<file path="config.mk">
export PLATFORM = sky130hd
export DESIGN_NAME = arbiter_puf_engine
export DESIGN_NICKNAME = d
export VERILOG_FILES = /design/src/rtl/puf_pkg.sv /design/src/rtl/puf_arb_core.sv /design/src/rtl/arbiter_puf_engine.sv
export SDC_FILE = /design/constraint.sdc
export NUM_CORES = 1
export LEC_CHECK = 0
export CELL_PAD_IN_SITES_DETAIL_PLACEMENT = 1
export CELL_PAD_IN_SITES_GLOBAL_PLACEMENT = 1
export CORE_MARGIN = 2
export CORE_UTILIZATION = 49
export CTS_CLUSTER_DIAMETER = 150
export DETAILED_ROUTE_END_ITERATION = 10
export DONT_BUFFER_PORTS = 1
export HOLD_SLACK_MARGIN = 0.06
export PLACE_DENSITY_LB_ADDON = 0.1
export SYNTH_ARGS = -nofsm -noshare
export SYNTH_HDL_FRONTEND = slang
export SYNTH_HIERARCHICAL = 1
export SYNTH_SLANG_ARGS = --single-unit
</file>
<file path="constraint.sdc">
create_clock -name clk -period 2.86 [get_ports clk]
set_clock_uncertainty 0.15 [all_clocks]
set_input_delay 0.572 -clock clk [delete_from_list [all_inputs] [get_ports clk]]
set_output_delay 0.572 -clock clk [all_outputs]
set_load 0.05 [all_outputs]
</file>
<file path="src/rtl/puf_pkg.sv">
`default_nettype none
// ============================================================================
// Module      : puf_pkg
// Description : Shared definitions for the arbiter PUF engine.
//               - engine FSM state encoding
//               - Galois LFSR feedback masks per challenge width
//               - default parameter values for the engine
// Revision    : 1.0  initial release
// ============================================================================
package puf_pkg;

    // Default engine configuration
    localparam int PUF_DEF_C_LENGTH   = 8;
    localparam int PUF_DEF_N_SAMPLES  = 5;
    localparam int PUF_DEF_RESP_BITS  = 8;
    localparam int PUF_DEF_SETTLE_CYC = 2;

    // Engine FSM encoding
    typedef enum logic [2:0] {
        ST_IDLE   = 3'd0,
        ST_LOAD   = 3'd1,
        ST_LAUNCH = 3'd2,
        ST_SETTLE = 3'd3,
        ST_SAMPLE = 3'd4,
        ST_VOTE   = 3'd5,
        ST_DONE   = 3'd6
    } puf_state_e;

    // Feedback masks for the widths the engine is normally built at
    localparam logic [31:0] PUF_POLY_8  = 32'h0000_00B8;
    localparam logic [31:0] PUF_POLY_16 = 32'h0000_B400;
    localparam logic [31:0] PUF_POLY_32 = 32'h8020_0003;

    // Feedback mask for any legal challenge width (4..32). Bit (t-1) is set
    // for every tap t of a maximal-length polynomial of that degree.
    function automatic logic [31:0] lfsr_poly(input int n);
        logic [31:0] p;
        p = 32'h0;
        case (n)
            4:       p = 32'h0000_000C;
            5:       p = 32'h0000_0014;
            6:       p = 32'h0000_0030;
            7:       p = 32'h0000_0060;
            8:       p = PUF_POLY_8;
            9:       p = 32'h0000_0110;
            10:      p = 32'h0000_0240;
            11:      p = 32'h0000_0500;
            12:      p = 32'h0000_0829;
            13:      p = 32'h0000_100D;
            14:      p = 32'h0000_2015;
            15:      p = 32'h0000_6000;
            16:      p = PUF_POLY_16;
            17:      p = 32'h0001_2000;
            18:      p = 32'h0002_0400;
            19:      p = 32'h0004_0023;
            20:      p = 32'h0009_0000;
            21:      p = 32'h0014_0000;
            22:      p = 32'h0030_0000;
            23:      p = 32'h0042_0000;
            24:      p = 32'h00E1_0000;
            25:      p = 32'h0120_0000;
            26:      p = 32'h0200_0023;
            27:      p = 32'h0400_0013;
            28:      p = 32'h0900_0000;
            29:      p = 32'h1400_0000;
            30:      p = 32'h2000_0029;
            31:      p = 32'h4800_0000;
            32:      p = PUF_POLY_32;
            default: p = PUF_POLY_8;
        endcase
        return p;
    endfunction

endpackage
`default_nettype wire

</file>
<file path="src/rtl/puf_arb_core.sv">
`default_nettype none
// ============================================================================
// Module      : puf_arb_core
// Description : Arbiter PUF delay core. A launch edge races down two paths
//               through C_LENGTH cross-coupled mux pairs; each challenge bit
//               selects straight (1) or crossed (0) routing for its stage.
//               The capture flop is clocked by the top path and samples the
//               bottom path, so raw=1 means the bottom path won the race.
// Ports       : launch  - race start pulse from the engine
//               chal    - challenge, one bit per stage
//               raw     - arbiter decision of the most recent launch
// Revision    : 1.0  initial release
// ============================================================================
module puf_arb_core #(
    parameter int C_LENGTH = 8
) (
    input  logic                launch,
    input  logic [C_LENGTH-1:0] chal,
    output logic                raw
);

    // Each stage owns its nets so the chain is a set of distinct wires that
    // implementation tools can be told to leave untouched.
    for (genvar i = 0; i < C_LENGTH; i++) begin : g_stage
        logic top_in;
        logic bot_in;
        (* dont_touch = "true" *) logic top_w;
        (* dont_touch = "true" *) logic bot_w;

        if (i == 0) begin : g_head
            assign top_in = launch;
            assign bot_in = launch;
        end else begin : g_link
            assign top_in = g_stage[i-1].top_w;
            assign bot_in = g_stage[i-1].bot_w;
        end

        assign top_w = chal[i] ? top_in : bot_in;
        assign bot_w = chal[i] ? bot_in : top_in;
    end

    (* dont_touch = "true" *) logic top_end;
    (* dont_touch = "true" *) logic bot_end;
    assign top_end = g_stage[C_LENGTH-1].top_w;
    assign bot_end = g_stage[C_LENGTH-1].bot_w;

    // Arbiter flop: no reset, its clock is the race itself.
    logic raw_d;
    logic raw_q;

    always_comb begin
        raw_d = bot_end;
    end

    always_ff @(posedge top_end) begin
        raw_q <= raw_d;
    end

    assign raw = raw_q;

endmodule
`default_nettype wire

</file>
<file path="src/rtl/arbiter_puf_engine.sv">
`default_nettype none
// ============================================================================
// Module      : arbiter_puf_engine
// Description : Drives one arbiter PUF core through LFSR-generated challenges,
//               launches each challenge N_SAMPLES times, majority-votes the
//               raw bits and shifts RESP_BITS voted bits into the response
//               (first bit ends up in the MSB).
// Ports       : clk, rst      - clock, synchronous active-high reset
//               start, seed   - request pulse and first challenge
//               test_mode     - 1 selects test_bit instead of the core output
//               test_bit      - substitute raw bit
//               busy, done    - request in flight / one-cycle completion
//               response      - voted response, held until next accept
//               chal_out      - challenge currently applied to the core
//               unstable_cnt  - bits whose votes were not unanimous
// Options     : `define PUF_STABILITY_EN builds the unstable-bit counter;
//               without it unstable_cnt is tied to zero.
// Revision    : 1.0  initial release
// ============================================================================
module arbiter_puf_engine
    import puf_pkg::*;
#(
    parameter int C_LENGTH   = PUF_DEF_C_LENGTH,    // 4..32
    parameter int N_SAMPLES  = PUF_DEF_N_SAMPLES,   // odd, 1..15
    parameter int RESP_BITS  = PUF_DEF_RESP_BITS,   // 1..32
    parameter int SETTLE_CYC = PUF_DEF_SETTLE_CYC   // 1..15
) (
    input  logic                             clk,
    input  logic                             rst,
    input  logic                             start,
    input  logic [C_LENGTH-1:0]              seed,
    input  logic                             test_mode,
    input  logic                             test_bit,
    output logic                             busy,
    output logic                             done,
    output logic [RESP_BITS-1:0]             response,
    output logic [C_LENGTH-1:0]              chal_out,
    output logic [$clog2(RESP_BITS+1)-1:0]   unstable_cnt
);

    localparam int UC_W  = $clog2(RESP_BITS + 1);
    localparam int CNT_W = 4;

    localparam logic [C_LENGTH-1:0] C_POLY        = C_LENGTH'(lfsr_poly(C_LENGTH));
    localparam logic [CNT_W-1:0]    C_LAST_SAMPLE = CNT_W'(N_SAMPLES - 1);
    localparam logic [CNT_W-1:0]    C_HALF        = CNT_W'(N_SAMPLES / 2);
    localparam logic [CNT_W-1:0]    C_LAST_SETTLE = CNT_W'(SETTLE_CYC - 1);
    localparam logic [UC_W-1:0]     C_LAST_BIT    = UC_W'(RESP_BITS - 1);

    puf_state_e            state_q,  state_d;
    logic [C_LENGTH-1:0]   chal_q,   chal_d;
    logic [RESP_BITS-1:0]  resp_q,   resp_d;
    logic [CNT_W-1:0]      ones_q,   ones_d;
    logic [CNT_W-1:0]      smp_q,    smp_d;
    logic [CNT_W-1:0]      settle_q, settle_d;
    logic [UC_W-1:0]       bit_q,    bit_d;

    logic                  launch;
    logic                  core_raw;
    logic                  raw_bit;
    logic                  vote_bit;
    logic                  accept;
    logic [C_LENGTH-1:0]   lfsr_next;

    // ------------------------------------------------------------------
    // Delay core
    // ------------------------------------------------------------------
    puf_arb_core #(
        .C_LENGTH (C_LENGTH)
    ) u_core (
        .launch (launch),
        .chal   (chal_q),
        .raw    (core_raw)
    );

    assign launch   = (state_q == ST_LAUNCH);
    assign raw_bit  = test_mode ? test_bit : core_raw;
    assign vote_bit = (ones_q > C_HALF);
    assign accept   = (state_q == ST_IDLE) && start;

    // Galois step. The MSB is rotated into the LSB as the feedback term, so
    // the polynomial constant need not carry its x^0 tap explicitly.
    assign lfsr_next = {chal_q[C_LENGTH-2:0], chal_q[C_LENGTH-1]}
                     ^ (chal_q[C_LENGTH-1] ? C_POLY : {C_LENGTH{1'b0}});

    // ------------------------------------------------------------------
    // Next-state logic
    // ------------------------------------------------------------------
    always_comb begin
        state_d  = state_q;
        chal_d   = chal_q;
        resp_d   = resp_q;
        ones_d   = ones_q;
        smp_d    = smp_q;
        settle_d = settle_q;
        bit_d    = bit_q;

        case (state_q)
            ST_IDLE: begin
                if (start) begin
                    state_d  = ST_LOAD;
                    chal_d   = seed;
                    resp_d   = '0;
                    ones_d   = '0;
                    smp_d    = '0;
                    settle_d = '0;
                    bit_d    = '0;
                end
            end

            ST_LOAD: begin
                // An all-zero state would lock the LFSR.
                if (chal_q == '0) begin
                    chal_d = '1;
                end
                state_d = ST_LAUNCH;
            end

            ST_LAUNCH: begin
                settle_d = '0;
                state_d  = ST_SETTLE;
            end

            ST_SETTLE: begin
                if (settle_q == C_LAST_SETTLE) begin
                    settle_d = '0;
                    state_d  = ST_SAMPLE;
                end else begin
                    settle_d = settle_q + 1'b1;
                end
            end

            ST_SAMPLE: begin
                ones_d = ones_q + CNT_W'(raw_bit);
                smp_d  = smp_q + 1'b1;
                if (smp_q < C_LAST_SAMPLE) begin
                    state_d = ST_LAUNCH;
                end else begin
                    state_d = ST_VOTE;
                end
            end

            ST_VOTE: begin
                resp_d = (resp_q << 1) | RESP_BITS'(vote_bit);
                chal_d = lfsr_next;
                ones_d = '0;
                smp_d  = '0;
                if (bit_q == C_LAST_BIT) begin
                    state_d = ST_DONE;
                end else begin
                    bit_d   = bit_q + 1'b1;
                    state_d = ST_LAUNCH;
                end
            end

            ST_DONE: begin
                state_d = ST_IDLE;
            end

            default: begin
                state_d = ST_IDLE;
            end
        endcase
    end

    // ------------------------------------------------------------------
    // State registers
    // ------------------------------------------------------------------
    always_ff @(posedge clk) begin
        if (rst) begin
            state_q  <= ST_IDLE;
            chal_q   <= '0;
            resp_q   <= '0;
            ones_q   <= '0;
            smp_q    <= '0;
            settle_q <= '0;
            bit_q    <= '0;
        end else begin
            state_q  <= state_d;
            chal_q   <= chal_d;
            resp_q   <= resp_d;
            ones_q   <= ones_d;
            smp_q    <= smp_d;
            settle_q <= settle_d;
            bit_q    <= bit_d;
        end
    end

    // ------------------------------------------------------------------
    // Optional stability statistics
    // ------------------------------------------------------------------
`ifdef PUF_STABILITY_EN
    localparam logic [CNT_W-1:0] C_NS = CNT_W'(N_SAMPLES);

    logic [UC_W-1:0] unst_q, unst_d;

    always_comb begin
        unst_d = unst_q;
        if (accept) begin
            unst_d = '0;
        end else if ((state_q == ST_VOTE) && (ones_q != '0) && (ones_q != C_NS)) begin
            unst_d = unst_q + 1'b1;
        end
    end

    always_ff @(posedge clk) begin
        if (rst) begin
            unst_q <= '0;
        end else begin
            unst_q <= unst_d;
        end
    end

    assign unstable_cnt = unst_q;
`else
    assign unstable_cnt = '0;
`endif

    // ------------------------------------------------------------------
    // Outputs
    // ------------------------------------------------------------------
    assign busy     = (state_q != ST_IDLE);
    assign done     = (state_q == ST_DONE);
    assign response = resp_q;
    assign chal_out = chal_q;

endmodule
`default_nettype wire
</file>
# Yosys cells after proc, flatten, opt, wreduce, memory -nomap -nowiden
# Cells that the tools add are included.
# Widths: inputs -> output; s select.
[word_totals]
wordCells = 60
reg_bits = 36
[classes]
n_reduce_logical = 13
bitwise_logic = 2
add_sub_neg = 4
mux = 19
n_eq_ne = 12
n_lt_le_gt_ge = 2
[ops]
columns = ["op", "n"]
rows = [
  ["$pmux 4 s3", 3],
  ["$mux 8", 4],
  ["$pmux 8 s3", 1],
  ["$pmux 3 s6", 1],
  ["$pmux 8 s2", 1],
  ["$add 4x1->4 const B", 3],
  ["$mux 3", 4],
  ["$mux 4", 3],
  ["$reduce_bool 3->1", 4],
  ["$eq 3x3->1 const B", 3],
  ["$logic_not 8->1", 1],
  ["$ne 2x2->1 const B", 4],
  ["$or 8x1->8", 1],
  ["$pmux 4 s2", 1],
  ["$reduce_and 2->1", 4],
  ["$xor 8x8->8", 1],
  ["$eq 3x2->1 const B", 2],
  ["$reduce_and 3->1", 2],
  ["$add 4x1->4", 1],
  ["$eq 4x1->1 const B", 1],
  ["$eq 4x3->1 const B", 1],
  ["$gt 4x2->1 const B", 1],
  ["$lt 4x3->1 const B", 1],
  ["$eq 3x1->1 const B", 1],
  ["3 further kinds", 3],
]

# Longest topological paths before layout
# Gate-level depths: netlist of run 1.
[depth]
depth_word = 3
depth_mapped = 6
mapped_depth_nobuf = 6

# Modules after synthesis
# The synthesis of run 1 kept the hierarchy.
[modules_own_cells]
columns = ["module", "seq_area_each_um2", "area_each_um2", "cells_each", "n_inst"]
rows = [
  ["arbiter_puf_engine", 700.7, 1775.5, 208, 1],
  ["puf_arb_core", 20.0, 20.0, 1, 1],
]

==> results.json, run 1 <==
{
  "power_leakage_nw": 0.699,
  "areaGrowthSynthToFinish_pct": 6.83,
  "htreeDepth": 2,
  "maxSlewViolCount": 0,
  "ant_nets": 0,
  "final.min_clock_period_ps": 2320,
  "grt_remaining_overflow": 0,
  "die_width_um": 64.5,
  "final_cell_mix": "dfxtp_1, nor2_1, a21oi_1",
  "untimed_endpoints": 1,
  "max_stage_delay_ps": 730,
  "grt_pass1_vias": 1524,
  "grt_max_degree": 37,
  "track_usage": 0.225,
  "clock_latency_ps": 330,
  "synth-edff-count": 0,
  "cts_setup_buffers": 0,
  "num-fill-cells": 434,
  "final_common_cell": "dfxtp_1",
  "synth_seq_cells": 36,
  "arrival_ps": 1600,
  "die_h_um": 64.5,
  "antenna_found_initial": 0,
  "dieArea_um2": 4160,
  "setup_tns_ps": 0,
  "unclocked_regs": 1,
  "wl_met2_um": 2090,
  "drcViolationCount": 0,
  "cap_violations": 0,
  "numCtsBuffers": 5,
  "cts_hold_buffers": 0,
  "min_path_type": "in -> reg",
  "fin_nets": 230,
  "ios": 35,
  "rows": 21,
  "wire_per_inst_um": 17.0,
  "cts_tree": "built",
  "crit_family": "flip-flops",
  "antenna_cells": 0,
  "cts_resized": 0,
  "crit_path_top_delay_cell": "dfxtp_1",
  "max-clock-path-buffers": 2,
  "crit_path_end_kind": "primary output",
  "syn_inst": 209,
  "ir_drop_uv": 288,
  "via_per_inst": 6.10,
  "wirelength_um": 4360,
  "finalSetupViolations": 0,
  "layout-drive-gt1-share": 0.0900,
  "tightest_slew_ps": 622,
  "syn-cell-area_um2": 1800,
  "async_flop_share": 0,
  "fmax_ghz": 0.430,
  "cp-start-kind": "register",
  "cp_cell_sequence": "or3_1",
  "crit_path_max_fanout": 21,
  "placed_area_um2": 1850,
  "hold_ws_ps": 139,
  "crit_required_ps": 2140,
  "synth.area.top_cells": "dfxtp_1, nor2_1, ha_1",
  "power.density_nw_per_um2": 679,
  "seq_area_frac_synth": 0.401,
  "drt-met1-wl_um": 1990,
  "clk_pin_slew_ps": 110,
  "period_share": 0.813,
  "drtIter0Drc": 75,
  "synth-main-ff-cell": "dfxtp_1",
  "place_congestion": 0.834,
  "critPathBufInv": 0,
  "start_util": 0.526,
  "rsz0062_at_grt": "no",
  "grt_pass1_wl_um": 7280,
  "vias": 1568,
  "top_layer": "met4",
  "power_mw": 1.30,
  "core_um2": 3420,
  "relSlewSlack": 0.585,
  "drtPass1Iterations": 4,
  "io_buffers": 0,
  "clock-root-buffer": "clkbuf_4",
  "finalHoldViolations": 0,
  "place_hpwl_um": 3130,
  "yosysWarnings": 6,
  "crit_type": "reg -> out",
  "wl_met3_um": 205,
  "fin_area_um2": 1920,
  "yosysTopAreaCell": "dfxtp_1",
  "synth_cell_type_count": 49,
  "status": "complete, no violations",
  "syn_avg_cell_area_um2": 8.59,
  "synth_top_area_share": 0.401
}
[area by class of cell]
type                       count  area [um^2]  area share
sequential                    36          721       0.376
multi-input combinational    150          977       0.509
tap                           46         57.6      0.0300
timing repair buffer           8         60.1      0.0313
clock buffer                   8         68.8      0.0359
inverter                       9         33.8      0.0176
[flip-flops by register name, indices dropped and copies added, names as in the netlist]
| register | flops |
|---|---|
| settle_q | 4 |
| bit_q | 4 |
| chal_out | 8 |
| response | 8 |
| smp_q | 4 |
| state_q | 3 |
| ones_q | 4 |
| u_core/raw | 1 |
[through the flow]
stage                     std cells   util  setup slack [ps]
after CTS                       257  0.562               549
after global routing            257  0.562               418
after global placement          249  0.541               766
after floorplan                 212      -               130
after detailed placement        249  0.541               674
final                           257  0.562               536
[synth_stat cells (all sizes together), types with 5 or more instances]
| master | count |
|---|---|
| nand3b | 5 |
| nor2 | 24 |
| buf | 6 |
| a22oi | 7 |
| nand2 | 12 |
| dfxtp | 36 |
| inv | 9 |
| a21oi | 15 |
| nand2b | 5 |
| clkbuf | 11 |
| nand3 | 6 |
| ha | 7 |
| o21ai | 8 |
[routing by layer]
metal | vias up | global-route usage
li1 | 754 | -
met1 | 770 | 0.275
met2 | 38 | 0.380
met3 | 6 | 0.0660
met4 | 0 | 0.0745
met5 | - | 0
[report_power, final]
group          internal [mW]  leakage, nW  switching (mW)
Combinational          0.121        0.369           0.245
Clock                  0.145       0.0386           0.161
Sequential             0.529        0.292           0.101
Total                  0.795        0.699           0.507
[path summary, 6_finish.rpt]
check | from | end | slack [ps] | cells past startpoint
worst max-delay path | state_q[2] | busy | 540 | 1
worst min-delay path | rst | chal_out[3] | 140 | 1
worst max register to register | state_q[2] | bit_q[0] | 650 | 4
worst min register to register | ones_q[0] | ones_q[0] | 350 | 2
[cell families after synthesis]
family                     after synthesis  synth area share
AOI/OAI and AO/OA                       54             0.210
xor gates and xnor gates                 8            0.0390
adders and majority gates                7            0.0488
buffers and inverters                   26            0.0634
DFF                                     36             0.401
muxes                                    2            0.0118
other                                    1           0.00209
and+or+nand+nor                         75             0.223
(Power assumes the default switching activity.)
==> run 2: changes to the inputs <==
--- a/config.mk
+++ b/config.mk
@@ -8,7 +8,7 @@
 export CELL_PAD_IN_SITES_DETAIL_PLACEMENT = 1
 export CELL_PAD_IN_SITES_GLOBAL_PLACEMENT = 1
 export CORE_MARGIN = 2
-export CORE_UTILIZATION = 49
+export CORE_UTILIZATION = 46
 export CTS_CLUSTER_DIAMETER = 150
 export DETAILED_ROUTE_END_ITERATION = 10
 export DONT_BUFFER_PORTS = 1
==> constraint.sdc (replaced) <==
create_clock -name clk -period 2.2 [get_ports clk]
set_clock_uncertainty 0.15 [all_clocks]
set_input_delay 0.44 -clock clk [delete_from_list [all_inputs] [get_ports clk]]
set_output_delay 0.44 -clock clk [all_outputs]
set_load 0.05 [all_outputs]
==> run 2 against run 1 <==
  * Cell count increased by 4.3%
  * First-iteration DRC count decreased by 4.0%
  * Sequential cell count unchanged
  * Worst setup slack got worse by 340 ps
  * Via count decreased by 0.26%
  * Register-to-register slack got worse by 280 ps
  * Cell area increased by 6.0%
  * Non-clock buffer count increased by 10
  * Total power increased by 47%
  * Wire length increased by 2.0%
  * Die area increased by 6.1%
  * Critical path type unchanged
  * Critical endpoint unchanged
  * Largest cell class unchanged
  * Largest power group unchanged
==> results.json, run 2 (synthesis gave the netlist of run 1 again) <==
{
  "status": "complete, no violations",
  "crit_required_ps": 1610,
  "ant_nets": 0,
  "min_path_type": "in -> reg",
  "finalSetupViolations": 0,
  "setup_tns_ps": 0,
  "finalHoldViolations": 0,
  "crit_type": "reg -> out",
  "wirelength_um": 4450,
  "rows": 22,
  "reg2reg_from": "settle_q[0]",
  "place_congestion": 0.781,
  "clk_pin_slew_ps": 70,
  "cp-startpoint": "state_q[0]",
  "grt_remaining_overflow": 0,
  "clock_latency_ps": 290,
  "clock-root-buffer": "clkbuf_8",
  "antenna_found_initial": 0,
  "power.density_nw_per_um2": 940,
  "drtIter0Drc": 72,
  "r2r-end": "state_q[0]",
  "numCtsBuffers": 5,
  "via_per_inst": 5.84,
  "final_cell_mix": "dfxtp_1, nor2_1, buf_4",
  "grt_pass1_wl_um": 7370,
  "final.min_clock_period_ps": 2000,
  "maxSlewViolCount": 0,
  "power_leakage_nw": 0.764,
  "final_common_cell": "dfxtp_1",
  "areaGrowthSynthToFinish_pct": 13.2,
  "layout-drive-gt1-share": 0.127,
  "crit_path_end_kind": "primary output",
  "place_hpwl_um": 3080,
  "relSlewSlack": 0.553,
  "seqCellArea_um2": 722,
  "period_share": 0.911,
  "cp-start-kind": "register",
  "ios": 35,
  "arrival_ps": 1410,
  "core_um2": 3720,
  "ir_drop_uv": 457,
  "multiInputGateArea_um2": 977,
  "drtPass1Iterations": 4,
  "rsz0062_at_grt": "no",
  "cts_tree": "built",
  "track_usage": 0.220,
  "fin_nets": 240,
  "hold_ws_ps": 71.5,
  "grt_pass1_vias": 1595,
  "grt_max_degree": 21,
  "htreeDepth": 2,
  "wire_per_inst_um": 16.6,
  "unclocked_regs": 1,
  "vias": 1564,
  "cp-endpoint": "busy",
  "fmax_ghz": 0.499,
  "r2r_slack_ps": 370,
  "drcViolationCount": 0,
  "tightest_slew_ps": 669,
  "crit_path_max_fanout": 17,
  "cap_violations": 0,
  "min_path_cells": 1,
  "untimed_endpoints": 1,
  "io_buffers": 0,
  "start_util": 0.483,
  "dieArea_um2": 4420,
  "antenna_cells": 0,
  "die_width_um": 66.5,
  "rr_worst_depth": 5,
  "max-clock-path-buffers": 2,
  "die_h_um": 66.5,
  "num-fill-cells": 446
}
## run 2: worst min path at each step
stage | slack, ps | end | from
2_1_floorplan | 320 | smp_q[1] | smp_q[1]
3_3_place_gp | 320 | smp_q[1] | smp_q[1]
3_5_place_dp | 330 | bit_q[1] | bit_q[1]
4_1_cts | 60 | chal_out[4] | rst
5_1_grt | 70 | chal_out[4] | rst
6_report | 70 | chal_out[4] | rst
## run 2: critical path, stage by stage, from the launching register on
cell     delay [ps]
dfxtp_1         310
buf_4           190
or3_1           410
buf_4           210
## run 2: cell type report
| type | instances | area share |
|---|---|---|
| sequential | 36 | 0.355 |
| multi-input combinational | 150 | 0.481 |
| clock inverter | 1 | 0.0148 |
| timing repair buffer | 18 | 0.0677 |
| inverter | 9 | 0.0166 |
| tap | 48 | 0.0295 |
| clock buffer | 6 | 0.0357 |
## run 2: where the power goes
group	internal (mW)	leakage (nW)	switching, mW
Clock	0.332	0.0513	0.231
Combinational	0.200	0.420	0.412
Sequential	0.689	0.293	0.0456
## run 2: per-layer routing
layer  wire length (um)  part of all wire  track usage  up-vias
met5                  0                 0            0        -
met4                 34            0.0076       0.0510        0
met3                237             0.053       0.0726        4
met2               2200              0.49        0.380       38
met1               1980              0.44        0.262      755
li1                   -                 -            -      767
## run 2: stage by stage
stage / total power [mW] / worst slack [ps] / instances / instance area, um^2 / utilization
3_5_place_dp: 1.35 / 329 / 260 / 1920 / 0.516
2_1_floorplan: 1.19 / 85.4 / 212 / 1810 / -
3_3_place_gp: 1.33 / 351 / 260 / 1920 / 0.516
4_1_cts: 1.92 / 84.3 / 268 / 2030 / 0.547
5_1_grt: 2.00 / 159 / 268 / 2030 / 0.547
6_report: 1.91 / 197 / 268 / 2030 / 0.547
## run 2: what timing repair did
action	4_1_cts	5_1_grt
endpoints found under the hold margin	17	0
hold buffers	1	0
resized for setup	0	1
setup buffers	0	0
endpoints found under the setup margin	0	1
